<file path="src/rtl/jtag_seq_master_if.sv">
// ---------------------------------------------------------------------------
// jtag_seq_master_if
//
// Command/response bus between a command issuer and the JTAG sequencer.
//   cmd_valid / cmd_ready : command handshake; a command is taken on the
//                           edge where both are high
//   cmd_op                : 00 RESET, 01 SHIFT_IR, 10 SHIFT_DR, 11 IDLE
//   cmd_len               : shift bits or idle cycles (legal 1..DATA_W)
//   cmd_data              : TDI bits, shifted LSB first
//   rsp_valid             : one-cycle completion pulse (no backpressure)
//   rsp_err               : qualifies rsp_valid; illegal length
//   rsp_data              : captured TDO, right-justified
//
// Modports: master = command issuer, slave = sequencer.
// DATA_W and LEN_W must match the jtag_seq_master instance they connect to.
// ---------------------------------------------------------------------------
interface jtag_seq_master_if #(
    parameter int DATA_W = 32,
    parameter int LEN_W  = 6
);
    logic              cmd_valid;
    logic              cmd_ready;
    logic [1:0]        cmd_op;
    logic [LEN_W-1:0]  cmd_len;
    logic [DATA_W-1:0] cmd_data;
    logic              rsp_valid;
    logic              rsp_err;
    logic [DATA_W-1:0] rsp_data;

    modport master (
        output cmd_valid, cmd_op, cmd_len, cmd_data,
        input  cmd_ready, rsp_valid, rsp_err, rsp_data
    );

    modport slave (
        input  cmd_valid, cmd_op, cmd_len, cmd_data,
        output cmd_ready, rsp_valid, rsp_err, rsp_data
    );
endinterface

</file>
<file path="src/rtl/jtag_seq_master.sv">
// ---------------------------------------------------------------------------
// jtag_seq_master
//
// Command-driven JTAG sequencer. Generates registered TMS/TDI for a TAP
// that shares clk (TCK) and TRST, walks it through reset / IR-shift /
// DR-shift / idle sequences that all start and end in Run-Test/Idle,
// captures TDO during shift cycles and keeps a shadow copy of the TAP state.
//
// Ports:
//   clk       : TCK, shared with the TAP
//   TRST      : asynchronous, active-high reset
//   bus       : command/response bus (slave side)
//   TMS, TDI  : registered JTAG outputs
//   TDO       : serial data from the scanned device
//   tap_state : shadow TAP state (0 TLR ... 15 UpdIR)
//
// Assumes DATA_W >= 8 (head index fits the shift counter) and that LEN_W
// is at least $clog2(DATA_W).
// ---------------------------------------------------------------------------
module jtag_seq_master #(
    parameter int DATA_W = 32,
    parameter int LEN_W  = 6
) (
    input  logic                clk,
    input  logic                TRST,
    jtag_seq_master_if.slave    bus,
    output logic                TMS,
    output logic                TDI,
    input  logic                TDO,
    output logic [3:0]          tap_state
);
    localparam int CNT_W = $clog2(DATA_W);
    localparam logic [LEN_W:0] MAX_LEN = (LEN_W + 1)'(DATA_W);

    typedef enum logic [1:0] {
        OP_RESET = 2'b00, OP_SHIFT_IR = 2'b01, OP_SHIFT_DR = 2'b10, OP_IDLE = 2'b11
    } op_t;

    typedef enum logic [3:0] {
        TAP_TLR, TAP_IDLE, TAP_SEL_DR, TAP_CAP_DR, TAP_SH_DR, TAP_EX1_DR,
        TAP_PAUSE_DR, TAP_EX2_DR, TAP_UPD_DR, TAP_SEL_IR, TAP_CAP_IR,
        TAP_SH_IR, TAP_EX1_IR, TAP_PAUSE_IR, TAP_EX2_IR, TAP_UPD_IR
    } tap_t;

    // HEAD/SHIFT/TAIL are the phases of a TMS sequence; cnt indexes the
    // next bit to emit within the current phase.
    typedef enum logic [2:0] {
        ST_INIT, ST_READY, ST_HEAD, ST_SHIFT, ST_TAIL, ST_DONE, ST_ERR
    } fsm_t;

    function automatic tap_t tap_next(input tap_t s, input logic tms);
        case (s)
            TAP_TLR:      return tms ? TAP_TLR      : TAP_IDLE;
            TAP_IDLE:     return tms ? TAP_SEL_DR   : TAP_IDLE;
            TAP_SEL_DR:   return tms ? TAP_SEL_IR   : TAP_CAP_DR;
            TAP_CAP_DR:   return tms ? TAP_EX1_DR   : TAP_SH_DR;
            TAP_SH_DR:    return tms ? TAP_EX1_DR   : TAP_SH_DR;
            TAP_EX1_DR:   return tms ? TAP_UPD_DR   : TAP_PAUSE_DR;
            TAP_PAUSE_DR: return tms ? TAP_EX2_DR   : TAP_PAUSE_DR;
            TAP_EX2_DR:   return tms ? TAP_UPD_DR   : TAP_SH_DR;
            TAP_UPD_DR:   return tms ? TAP_SEL_DR   : TAP_IDLE;
            TAP_SEL_IR:   return tms ? TAP_TLR      : TAP_CAP_IR;
            TAP_CAP_IR:   return tms ? TAP_EX1_IR   : TAP_SH_IR;
            TAP_SH_IR:    return tms ? TAP_EX1_IR   : TAP_SH_IR;
            TAP_EX1_IR:   return tms ? TAP_UPD_IR   : TAP_PAUSE_IR;
            TAP_PAUSE_IR: return tms ? TAP_EX2_IR   : TAP_PAUSE_IR;
            TAP_EX2_IR:   return tms ? TAP_UPD_IR   : TAP_SH_IR;
            default:      return tms ? TAP_SEL_DR   : TAP_IDLE;
        endcase
    endfunction

    fsm_t              state;
    tap_t              tap_q;
    op_t               op_q;
    logic [LEN_W-1:0]  len_q;
    logic [DATA_W-1:0] data_q;
    logic [CNT_W-1:0]  cnt;
    logic [DATA_W-1:0] cap;
    logic [CNT_W-1:0]  cap_idx;

    // The bit emitted at an accept edge comes from the incoming command;
    // afterwards it comes from the latched copy. Both paths share one
    // sequence generator so bit 0 is registered on the accept edge itself.
    logic              accept;
    logic              len_bad;
    fsm_t              pos;
    op_t               cur_op;
    logic [LEN_W-1:0]  cur_len;
    logic [DATA_W-1:0] cur_data;
    logic [CNT_W-1:0]  cur_cnt;
    logic [CNT_W-1:0]  head_last;
    logic              last_shift;
    logic              nxt_tms;
    logic              nxt_tdi;
    fsm_t              nxt_state;
    logic [CNT_W-1:0]  nxt_cnt;

    assign accept    = (state == ST_READY) && bus.cmd_valid;
    assign tap_state = tap_q;

    // NOTE: every signal assigned here gets a default first; a path that
    // leaves one unassigned would otherwise infer a latch.
    always_comb begin
        cur_op     = accept ? op_t'(bus.cmd_op) : op_q;
        cur_len    = accept ? bus.cmd_len       : len_q;
        cur_data   = accept ? bus.cmd_data      : data_q;
        cur_cnt    = accept ? '0                : cnt;
        pos        = state;
        nxt_tms    = 1'b0;
        nxt_tdi    = 1'b0;
        nxt_state  = state;
        nxt_cnt    = cur_cnt;
        head_last  = CNT_W'(2);
        len_bad    = (cur_op != OP_RESET) &&
                     ((cur_len == '0) || ({1'b0, cur_len} > MAX_LEN));
        last_shift = (LEN_W'(cur_cnt) == cur_len - LEN_W'(1));

        if (accept)
            pos = (cur_op == OP_IDLE) ? ST_SHIFT : ST_HEAD;

        case (cur_op)
            OP_RESET:    head_last = CNT_W'(4);
            OP_SHIFT_IR: head_last = CNT_W'(3);
            default:     head_last = CNT_W'(2);
        endcase

        case (pos)
            ST_HEAD: begin
                // RESET: 1,1,1,1,1   SHIFT_DR: 1,0,0   SHIFT_IR: 1,1,0,0
                case (cur_op)
                    OP_RESET:    nxt_tms = 1'b1;
                    OP_SHIFT_IR: nxt_tms = (cur_cnt < CNT_W'(2));
                    default:     nxt_tms = (cur_cnt == '0);
                endcase
                if (cur_cnt == head_last) begin
                    nxt_state = (cur_op == OP_RESET) ? ST_TAIL : ST_SHIFT;
                    nxt_cnt   = '0;
                end else begin
                    nxt_state = ST_HEAD;
                    nxt_cnt   = cur_cnt + CNT_W'(1);
                end
            end
            ST_SHIFT: begin
                // The last shift bit carries TMS=1 to leave Shift-xR; IDLE
                // reuses this phase as a plain cycle counter with TMS=0.
                nxt_tms = (cur_op != OP_IDLE) && last_shift;
                nxt_tdi = (cur_op != OP_IDLE) && cur_data[cur_cnt];
                if (last_shift) begin
                    nxt_state = (cur_op == OP_IDLE) ? ST_DONE : ST_TAIL;
                    nxt_cnt   = '0;
                end else begin
                    nxt_state = ST_SHIFT;
                    nxt_cnt   = cur_cnt + CNT_W'(1);
                end
            end
            ST_TAIL: begin
                // Shifts: Exit1 -> Update (1), Update -> Idle (0).
                // RESET: TLR -> Idle (0).
                nxt_tms = (cur_op != OP_RESET) && (cur_cnt == '0);
                if ((cur_op == OP_RESET) || (cur_cnt != '0)) begin
                    nxt_state = ST_DONE;
                    nxt_cnt   = '0;
                end else begin
                    nxt_state = ST_TAIL;
                    nxt_cnt   = cur_cnt + CNT_W'(1);
                end
            end
            default: ;
        endcase
    end

    // NOTE: sequential state uses non-blocking assignments only, so every
    // register here samples values from before the edge.
    always_ff @(posedge clk or posedge TRST) begin
        if (TRST) begin
            state         <= ST_INIT;
            tap_q         <= TAP_TLR;
            op_q          <= OP_RESET;
            len_q         <= '0;
            data_q        <= '0;
            cnt           <= '0;
            cap           <= '0;
            cap_idx       <= '0;
            TMS           <= 1'b0;
            TDI           <= 1'b0;
            bus.cmd_ready <= 1'b0;
            bus.rsp_valid <= 1'b0;
            bus.rsp_err   <= 1'b0;
            bus.rsp_data  <= '0;
        end else begin
            // Shadow follows the TMS the TAP samples on this same edge.
            tap_q         <= tap_next(tap_q, TMS);
            bus.rsp_valid <= 1'b0;
            bus.rsp_err   <= 1'b0;

            // The TAP consumes a shift bit on every edge it spends in
            // Shift-xR; TDO for that bit is valid on the same edge.
            if ((state == ST_HEAD || state == ST_SHIFT || state == ST_TAIL) &&
                (tap_q == TAP_SH_DR || tap_q == TAP_SH_IR)) begin
                cap[cap_idx] <= TDO;
                cap_idx      <= cap_idx + CNT_W'(1);
            end

            case (state)
                ST_INIT: begin
                    TMS           <= 1'b0;
                    TDI           <= 1'b0;
                    bus.cmd_ready <= 1'b1;
                    state         <= ST_READY;
                end
                ST_READY: begin
                    TMS <= 1'b0;
                    TDI <= 1'b0;
                    if (accept) begin
                        op_q          <= cur_op;
                        len_q         <= cur_len;
                        data_q        <= cur_data;
                        cap           <= '0;
                        cap_idx       <= '0;
                        bus.cmd_ready <= 1'b0;
                        if (len_bad) begin
                            state <= ST_ERR;
                        end else begin
                            TMS   <= nxt_tms;
                            TDI   <= nxt_tdi;
                            state <= nxt_state;
                            cnt   <= nxt_cnt;
                        end
                    end
                end
                ST_HEAD, ST_SHIFT, ST_TAIL: begin
                    TMS   <= nxt_tms;
                    TDI   <= nxt_tdi;
                    state <= nxt_state;
                    cnt   <= nxt_cnt;
                end
                ST_DONE: begin
                    TMS           <= 1'b0;
                    TDI           <= 1'b0;
                    bus.rsp_valid <= 1'b1;
                    bus.rsp_data  <= cap;
                    bus.cmd_ready <= 1'b1;
                    state         <= ST_READY;
                end
                default: begin // ST_ERR
                    TMS           <= 1'b0;
                    TDI           <= 1'b0;
                    bus.rsp_valid <= 1'b1;
                    bus.rsp_err   <= 1'b1;
                    bus.rsp_data  <= '0;
                    bus.cmd_ready <= 1'b1;
                    state         <= ST_READY;
                end
            endcase
        end
    end
endmodule

</file>
<file path="src/flat_wrapper.sv">
// flat-port wrapper written by rule: the top's interface ports become plain ports
module jtag_seq_master_flat 
#(
    parameter int DATA_W = 32,
    parameter int LEN_W  = 6
)
  (clk, TRST, TMS, TDI, TDO, tap_state, bus_cmd_valid, bus_cmd_op, bus_cmd_len, bus_cmd_data, bus_cmd_ready, bus_rsp_valid, bus_rsp_err, bus_rsp_data);
  jtag_seq_master_if #(.DATA_W(DATA_W), .LEN_W(LEN_W)) bus_i ();
  input  logic clk;
  input  logic TRST;
  output logic TMS;
  output logic TDI;
  input  logic TDO;
  output logic [3:0] tap_state;
  input wire logic [$bits(bus_i.cmd_valid)-1:0] bus_cmd_valid;
  input wire logic [$bits(bus_i.cmd_op)-1:0] bus_cmd_op;
  input wire logic [$bits(bus_i.cmd_len)-1:0] bus_cmd_len;
  input wire logic [$bits(bus_i.cmd_data)-1:0] bus_cmd_data;
  output wire logic [$bits(bus_i.cmd_ready)-1:0] bus_cmd_ready;
  output wire logic [$bits(bus_i.rsp_valid)-1:0] bus_rsp_valid;
  output wire logic [$bits(bus_i.rsp_err)-1:0] bus_rsp_err;
  output wire logic [$bits(bus_i.rsp_data)-1:0] bus_rsp_data;
  assign bus_i.cmd_valid = bus_cmd_valid;
  assign bus_i.cmd_op = bus_cmd_op;
  assign bus_i.cmd_len = bus_cmd_len;
  assign bus_i.cmd_data = bus_cmd_data;
  assign bus_cmd_ready = bus_i.cmd_ready;
  assign bus_rsp_valid = bus_i.rsp_valid;
  assign bus_rsp_err = bus_i.rsp_err;
  assign bus_rsp_data = bus_i.rsp_data;
  jtag_seq_master #(.DATA_W(DATA_W), .LEN_W(LEN_W)) u_core (.clk(clk), .TRST(TRST), .bus(bus_i), .TMS(TMS), .TDI(TDI), .TDO(TDO), .tap_state(tap_state));
endmodule
</file>
<file path="config.mk">
export PLATFORM = sky130hd
export DESIGN_NAME = jtag_seq_master_flat
export DESIGN_NICKNAME = d
export VERILOG_FILES = /design/src/rtl/jtag_seq_master_if.sv /design/src/rtl/jtag_seq_master.sv /design/src/flat_wrapper.sv
export SDC_FILE = /design/constraint.sdc
export NUM_CORES = 1
export LEC_CHECK = 0
export BUFFER_PORTS_ARGS = -buffer_cell sky130_fd_sc_hd__clkbuf_2
export CORE_AREA = 5 5 113 115
export CTS_CLUSTER_SIZE = 10
export DETAILED_ROUTE_END_ITERATION = 8
export DIE_AREA = 0 0 118 120
export PLACE_DENSITY = 0.85
export SLEW_MARGIN = 0
export SYNTH_ARGS = -nofsm -noshare
export SYNTH_HDL_FRONTEND = slang
export SYNTH_SLANG_ARGS = --single-unit
</file>
<file path="constraint.sdc">
create_clock -name clk -period 5.8 [get_ports clk]
set_input_delay 0.29 -clock clk [delete_from_list [all_inputs] [get_ports clk]]
set_output_delay 0.29 -clock clk [all_outputs]
set_load 0.02 [all_outputs]
</file>
* Word level (Yosys, flattened, before mapping) *
Index checks and enable logic that the tools add are counted.

word-level totals
  register bits after elaboration = 126
  bits of input ports = 44
  logic and storage cells = 139

cells by class
  add/subtract/negate cells = 3
  order comparisons = 5
  equality and inequality tests = 27
  mux-type cells = 61
  bitwise operators = 1
  reduce and logical (&&, ||, !) cells = 28

operator list
  operator                                                                      count
  32-bit 2-to-1 mux                                                             4
  32-bit case mux with 2 select lines                                           1
  5-bit 2-to-1 mux                                                              9
  4-bit case mux with 11 select lines                                           1
  32-bit bitwise mux                                                            1
  4-bit == test, second input constant                                          6
  3-bit 2-to-1 mux                                                              8
  4-bit by 3-bit == test with 1-bit output, second input constant               4
  1-bit 2-to-1 mux                                                              16
  4-bit 2-to-1 mux                                                              4
  5-bit case mux with 3 select lines                                            1
  3-bit by 2-bit == test with 1-bit output, second input constant               4
  5-bit by 6-bit less-than comparator with 1-bit output, second input constant  2
  3-bit case mux with 2 select lines                                            2
  5-bit by 1-bit adder with 5-bit output, second input constant                 2
  5-bit case mux with 2 select lines                                            1
  3-bit == test, second input constant                                          3
  3-bit case mux with 3 select lines                                            1
  4-bit by 2-bit == test with 1-bit output, second input constant               2
  2-bit 2-to-1 mux                                                              4
  1-bit case mux with 2 select lines                                            4
  1-bit logical AND                                                             7
  5-bit by 6-bit == test with 1-bit output                                      1
  6-bit greater-than comparator, second input constant                          1
  other kinds (28)                                                              36

* Depth between registers and ports, before layout *
  depth in word-level cells = 11
  depth in mapped cells = 16
  gate-level depth less buffers = 12

* Least setup slack after synthesis *
OpenSTA, ideal clock, no wires.

  path kind = reg2reg
  from = reg u_core.state[1]
  to = reg u_core.cnt[3]
  setup time = 0.121 ns
  data arrival time = 2.826 ns
  slack = 2.853 ns
  cell stages (with the launch flop) = 15
  path buffers = 3
  clock period less this slack = 2.947 ns
  path through = dfrtp_1 > and4bb_1 > buf_2 > buf_2 > buf_2 > nand2_1 > nand2_1 > inv_1 > ha_1 > xnor2_1 > nor4_2 > o2111ai_2 > a21oi_4 > nor2_2 > a22o_1

between the ends
  longest elaborated chain between the ends = 11
  elaborated cells between the ends (all ways) = 40
  classes of those cells = 2 x add/sub; 1 x order compare; 13 x eq/ne; 13 x mux; 11 x reduce/logical

RTL lines
  item                                                                                                  line                    text
  start, declared                                                                                       jtag_seq_master.sv:72   fsm_t state;
  start signal, assigned                                                                                jtag_seq_master.sv:226  state <= nxt_state;
  start signal, assigned                                                                                jtag_seq_master.sv:234  state <= nxt_state;
  parallel branches: the longest is 11 deep, another holds 6-bit by 1-bit subtractor with 6-bit output  n/a
  end signal, assigned                                                                                  jtag_seq_master.sv:227  cnt <= nxt_cnt;
  end signal, assigned                                                                                  jtag_seq_master.sv:235  cnt <= nxt_cnt;
  end, declared                                                                                         jtag_seq_master.sv:77   logic [CNT_W-1:0] cnt;

Parallel ways; which one is timed is not known. The select of a mux whose other input is x is not followed.
A chain may end at the register's enable or synchronous reset.

* Worst setup path after layout *
Same ends and word-level chain as after synthesis.

==> flow_summary.ini <==
[outcome]
run_status = completed

[synthesis]
synth.lib_cells_used.distinct = 61
ys_dominant_reg_cell = sky130_fd_sc_hd__dfrtp_1
ys_seq_elements = 126
syn_area_sq_um = 6260
synth_enable_flop_cells = 0
async_reset_ff_frac = 1.00
yosysSeqAreaShare = 0.504
syn_nets = 727
synthesis.area_per_instance_sq_um = 9.27
ys_warn_count = 0
post_synth_inst_count = 675

[die]
fp.dieArea_sq_um = 14200
row_count = 40
die_h_um = 120
ios = 85
initial_utilization = 0.535
die_width_um = 118
core_area_sq_um = 11700

[worst_hold_path]
worst_hold_path.endpoint = u_core.data_q[19]$_DFFE_PP0P_
timing.hold.worst.start = bus_cmd_data[19]
worstHoldPathCells = 3
timing.hold.worst.class = input pin to flip-flop

[sta]
final.period_utilization = 0.570
timing.final.max_slew_violations = 0
post_route_minimum_period_ns = 3.30
maximum_achievable_frequency_ghz = 0.303
slew-limit-headroom = 0.202
grt_setup_unrepaired = no
final.setup.worst_slack_ns = 2.50
totalNegativeSetupSlack_ns = 0
hold_ws_ns = 0.0661
timing_hold_violations_final = 0
worst_slew_pin_slew_ns = 1.20
setup-violations-final = 0
clock-skew-final_ns = 0.00714

[critical_path]
worst_ep_required_time_ns = 6.10
critical_path.startpoint_type = flip-flop
worstPathArrival_ns = 3.60
ws_path_type = flip-flop to flip-flop
timing.critical_path.fanout_max = 53
critical_path.reg2reg.endpoint = u_core.cnt[3]$_DFFE_PP0P_
r2r_setup_slk_ns = 2.50
endpoint_kind_of_the_worst_setup_timing_path = flip-flop
r2r.worst_path.cells = 12
reg2reg_from = u_core.state[1]$_DFFE_PP0N_

[global_route]
pin_count_of_the_biggest_net_entering_global_routing = 94
groute.usage.overall = 0.235
antenna_found_initial = 0
grt_pass1_wl_um = 27100
via_count_of_the_first_global_routing_pass = 5476
globalRoute.totalOverflow = 0

[placement]
detailedPlace.worstSlack_ns = 2.57
place_hpwl_um = 10100
cell_count_after_placement = 861
routabilityCongestion = 0.896
io_buffer_count = 84
postPlaceCellArea_sq_um = 6650

[final_layout]
insertedDiodeCount = 0
finish.utilization = 0.624
final_cell_area_sq_um = 7300
flow.area_growth_from_synthesis_pct = 16.7
layout.nets = 786
fin_cells = 894
share_of_final_layout_standard_cells_stronger_than_drive_strength_1 = 0.187

[clocking]
post_cts.repair.setup_buffers = 0
cts_max_path_buffers = 2
ctsRootBufferMaster = sky130_fd_sc_hd__clkbuf_16
cts.sinks = 126
tritoncts_clock_tree = built
clk-insertion-delay-late_ns = 0.41
clkSlewWorstSetupHoldPaths_ns = 0.06
cts_buffers = 17
number_of_h_tree_levels = 4

[power]
worst_ir_drop_vdd_v = 0.000284
share_clk_of_total_power = 0.322
power_density_nw_per_um2 = 486
p_seq_frac = 0.368
power.share.switching = 0.367
power_share_of_the_combinational_group = 0.311
total_power_mw = 3.55
power.net_switching_mw = 1.30
cellInternalPower_mw = 2.25
power.static_leakage_nw = 3.56

[routing]
ant_nets = 0
drc = 0
first_pass_iters = 5
dr.first_iter.drc_count = 558
drt_wl_cell_um = 18.2
vias_per_cell = 6.02
routed-via-count = 5384
detail_route.wirelength_um = 16200

[job]
max_cap_viol_count = 0
-- routing by layer --
layer	part of all wire	up-vias	GRT usage
met4	0.027	0	0.0918
li1	-	2438	-
met2	0.52	244	0.400
met5	0	-	0
met1	0.40	2655	0.295
met3	0.055	47	0.0500
-- layout make-up --
type                    count  area, sq um
fillers                   911         4410
flip-flops and latches    126         3150
multi-input cells         485         2810
repair buffers             89          460
clock buffers              20          457
clock inverters            12          184
well taps                 147          184
inverters                  15         58.8
-- flip-flops by register name, summed over array words and instances (netlist names) --
| name | cells |
|---|---|
| u_core.TDI | 1 |
| u_core.TMS | 1 |
| u_core.bus.cmd_ready | 1 |
| u_core.bus.rsp_data | 32 |
| u_core.bus.rsp_err | 1 |
| u_core.bus.rsp_valid | 1 |
| u_core.cap | 32 |
| u_core.cap_idx | 5 |
| u_core.cnt | 5 |
| u_core.data_q | 32 |
| u_core.len_q | 6 |
| u_core.op_q | 2 |
| u_core.state | 3 |
| u_core.tap_state | 4 |
-- how the worst max path moves through the flow --
stage,from,depth (start not counted),slack [ns],to
after detailed placement,u_core.state[1]$_DFFE_PP0N_,12,2.57,u_core.cnt[4]$_DFFE_PP0P_
after global placement,u_core.state[1]$_DFFE_PP0N_,12,2.74,u_core.cnt[3]$_DFFE_PP0P_
after CTS,u_core.state[1]$_DFFE_PP0N_,12,2.54,u_core.cnt[4]$_DFFE_PP0P_
final,u_core.state[1]$_DFFE_PP0N_,12,2.50,u_core.cnt[3]$_DFFE_PP0P_
after global routing,u_core.state[1]$_DFFE_PP0N_,12,2.25,u_core.cnt[4]$_DFFE_PP0P_
after floorplan,TRST,1,2.15,u_core.TDI$_DFF_PP0_
-- cells in the mapped netlist (2+ instances only) --
cell type                  count  share of area
sky130_fd_sc_hd__nor2_1       55          0.033
sky130_fd_sc_hd__buf_6         3         0.0054
sky130_fd_sc_hd__nand4_1       2         0.0020
sky130_fd_sc_hd__mux2i_1       7          0.011
sky130_fd_sc_hd__nand3_1       8         0.0064
sky130_fd_sc_hd__nand2_1     174           0.10
sky130_fd_sc_hd__buf_1         3         0.0018
sky130_fd_sc_hd__xnor2_1       6         0.0084
sky130_fd_sc_hd__o311ai_0      3         0.0042
sky130_fd_sc_hd__clkbuf_1     22          0.013
sky130_fd_sc_hd__o211ai_1      2         0.0024
sky130_fd_sc_hd__nor2b_1       6         0.0060
sky130_fd_sc_hd__nor3_1        9         0.0072
sky130_fd_sc_hd__dfrtp_1     126           0.50
sky130_fd_sc_hd__a22o_1       34          0.048
sky130_fd_sc_hd__buf_2        15          0.012
sky130_fd_sc_hd__and4_1        3         0.0042
sky130_fd_sc_hd__nand2_2       3         0.0030
sky130_fd_sc_hd__a211oi_1      3         0.0036
sky130_fd_sc_hd__o21ai_1       3         0.0024
sky130_fd_sc_hd__mux2_2        2         0.0036
sky130_fd_sc_hd__nand2b_1      7         0.0070
sky130_fd_sc_hd__o21ai_0      42          0.034
sky130_fd_sc_hd__a31oi_1       6         0.0060
sky130_fd_sc_hd__o31ai_1       6         0.0072
sky130_fd_sc_hd__o22ai_1       5         0.0050
sky130_fd_sc_hd__xor2_1        6         0.0084
sky130_fd_sc_hd__and2_1        2         0.0020
sky130_fd_sc_hd__mux4_1        6          0.025
sky130_fd_sc_hd__nand3b_1      4         0.0048
sky130_fd_sc_hd__inv_1        15         0.0090
sky130_fd_sc_hd__buf_4         5         0.0060
sky130_fd_sc_hd__ha_1          8          0.016
sky130_fd_sc_hd__a21oi_1      47          0.038
-- worst max-delay path: stages (launching register included) --
cell and delay, ns:
sky130_fd_sc_hd__dfrtp_1 0.59, sky130_fd_sc_hd__nand4bb_2 0.23, sky130_fd_sc_hd__buf_4 0.46, sky130_fd_sc_hd__nand2_1 0.10
sky130_fd_sc_hd__nand2_1 0.10, sky130_fd_sc_hd__inv_1 0.06, sky130_fd_sc_hd__ha_1 0.33, sky130_fd_sc_hd__xnor2_1 0.16
sky130_fd_sc_hd__nor4_2 0.31, sky130_fd_sc_hd__o2111ai_2 0.24, sky130_fd_sc_hd__a21oi_4 0.27, sky130_fd_sc_hd__nor2_2 0.07
sky130_fd_sc_hd__a22o_1 0.25
-- power by group through the flow --
stage	Clock (mW)	Sequential (mW)	Combinational (mW)
2_1_floorplan	0	1.23	0.903
6_report	1.14	1.31	1.10
3_5_place_dp	0	1.31	1.07
3_3_place_gp	0	1.29	1.02
5_1_grt	1.20	1.33	1.22
4_1_cts	1.15	1.30	1.10
-- layout by cell type (no fill, tap or decap), types with 7 or more instances in the layout --
cell type | Yosys | final
sky130_fd_sc_hd__nand2b_1 | 7 | 7
sky130_fd_sc_hd__clkbuf_2 | 0 | 84
sky130_fd_sc_hd__o21ai_0 | 42 | 42
sky130_fd_sc_hd__nor2_1 | 55 | 55
sky130_fd_sc_hd__dfrtp_1 | 126 | 126
sky130_fd_sc_hd__a21oi_1 | 47 | 47
sky130_fd_sc_hd__inv_1 | 15 | 14
sky130_fd_sc_hd__clkbuf_16 | 0 | 17
sky130_fd_sc_hd__a22o_1 | 34 | 34
sky130_fd_sc_hd__nand2_1 | 174 | 174
sky130_fd_sc_hd__mux2i_1 | 7 | 7
sky130_fd_sc_hd__ha_1 | 8 | 8
sky130_fd_sc_hd__nor3_1 | 9 | 9
sky130_fd_sc_hd__nand3_1 | 8 | 8
-- kinds of logic (layout without fill, tap and decap cells) --
group                      after synthesis  after routing  synth area share
buffers and inverters                   64            136            0.0498
DFF                                    126            126             0.504
adders and majority gates                8              8            0.0160
muxes                                   16             16            0.0436
xor gates and xnor gates                12             12            0.0168
and+or+nand+nor                        286            286             0.200
AOI/OAI and AO/OA                      163            163             0.171
-- what timing repair did --
action | 4_1_cts | 5_1_grt
hold buffers | 1 | 0
endpoints found under the setup margin | 0 | 0
resized for setup | 0 | 0
hold endpoints to repair | 33 | 0
(Power assumes the default switching activity.)
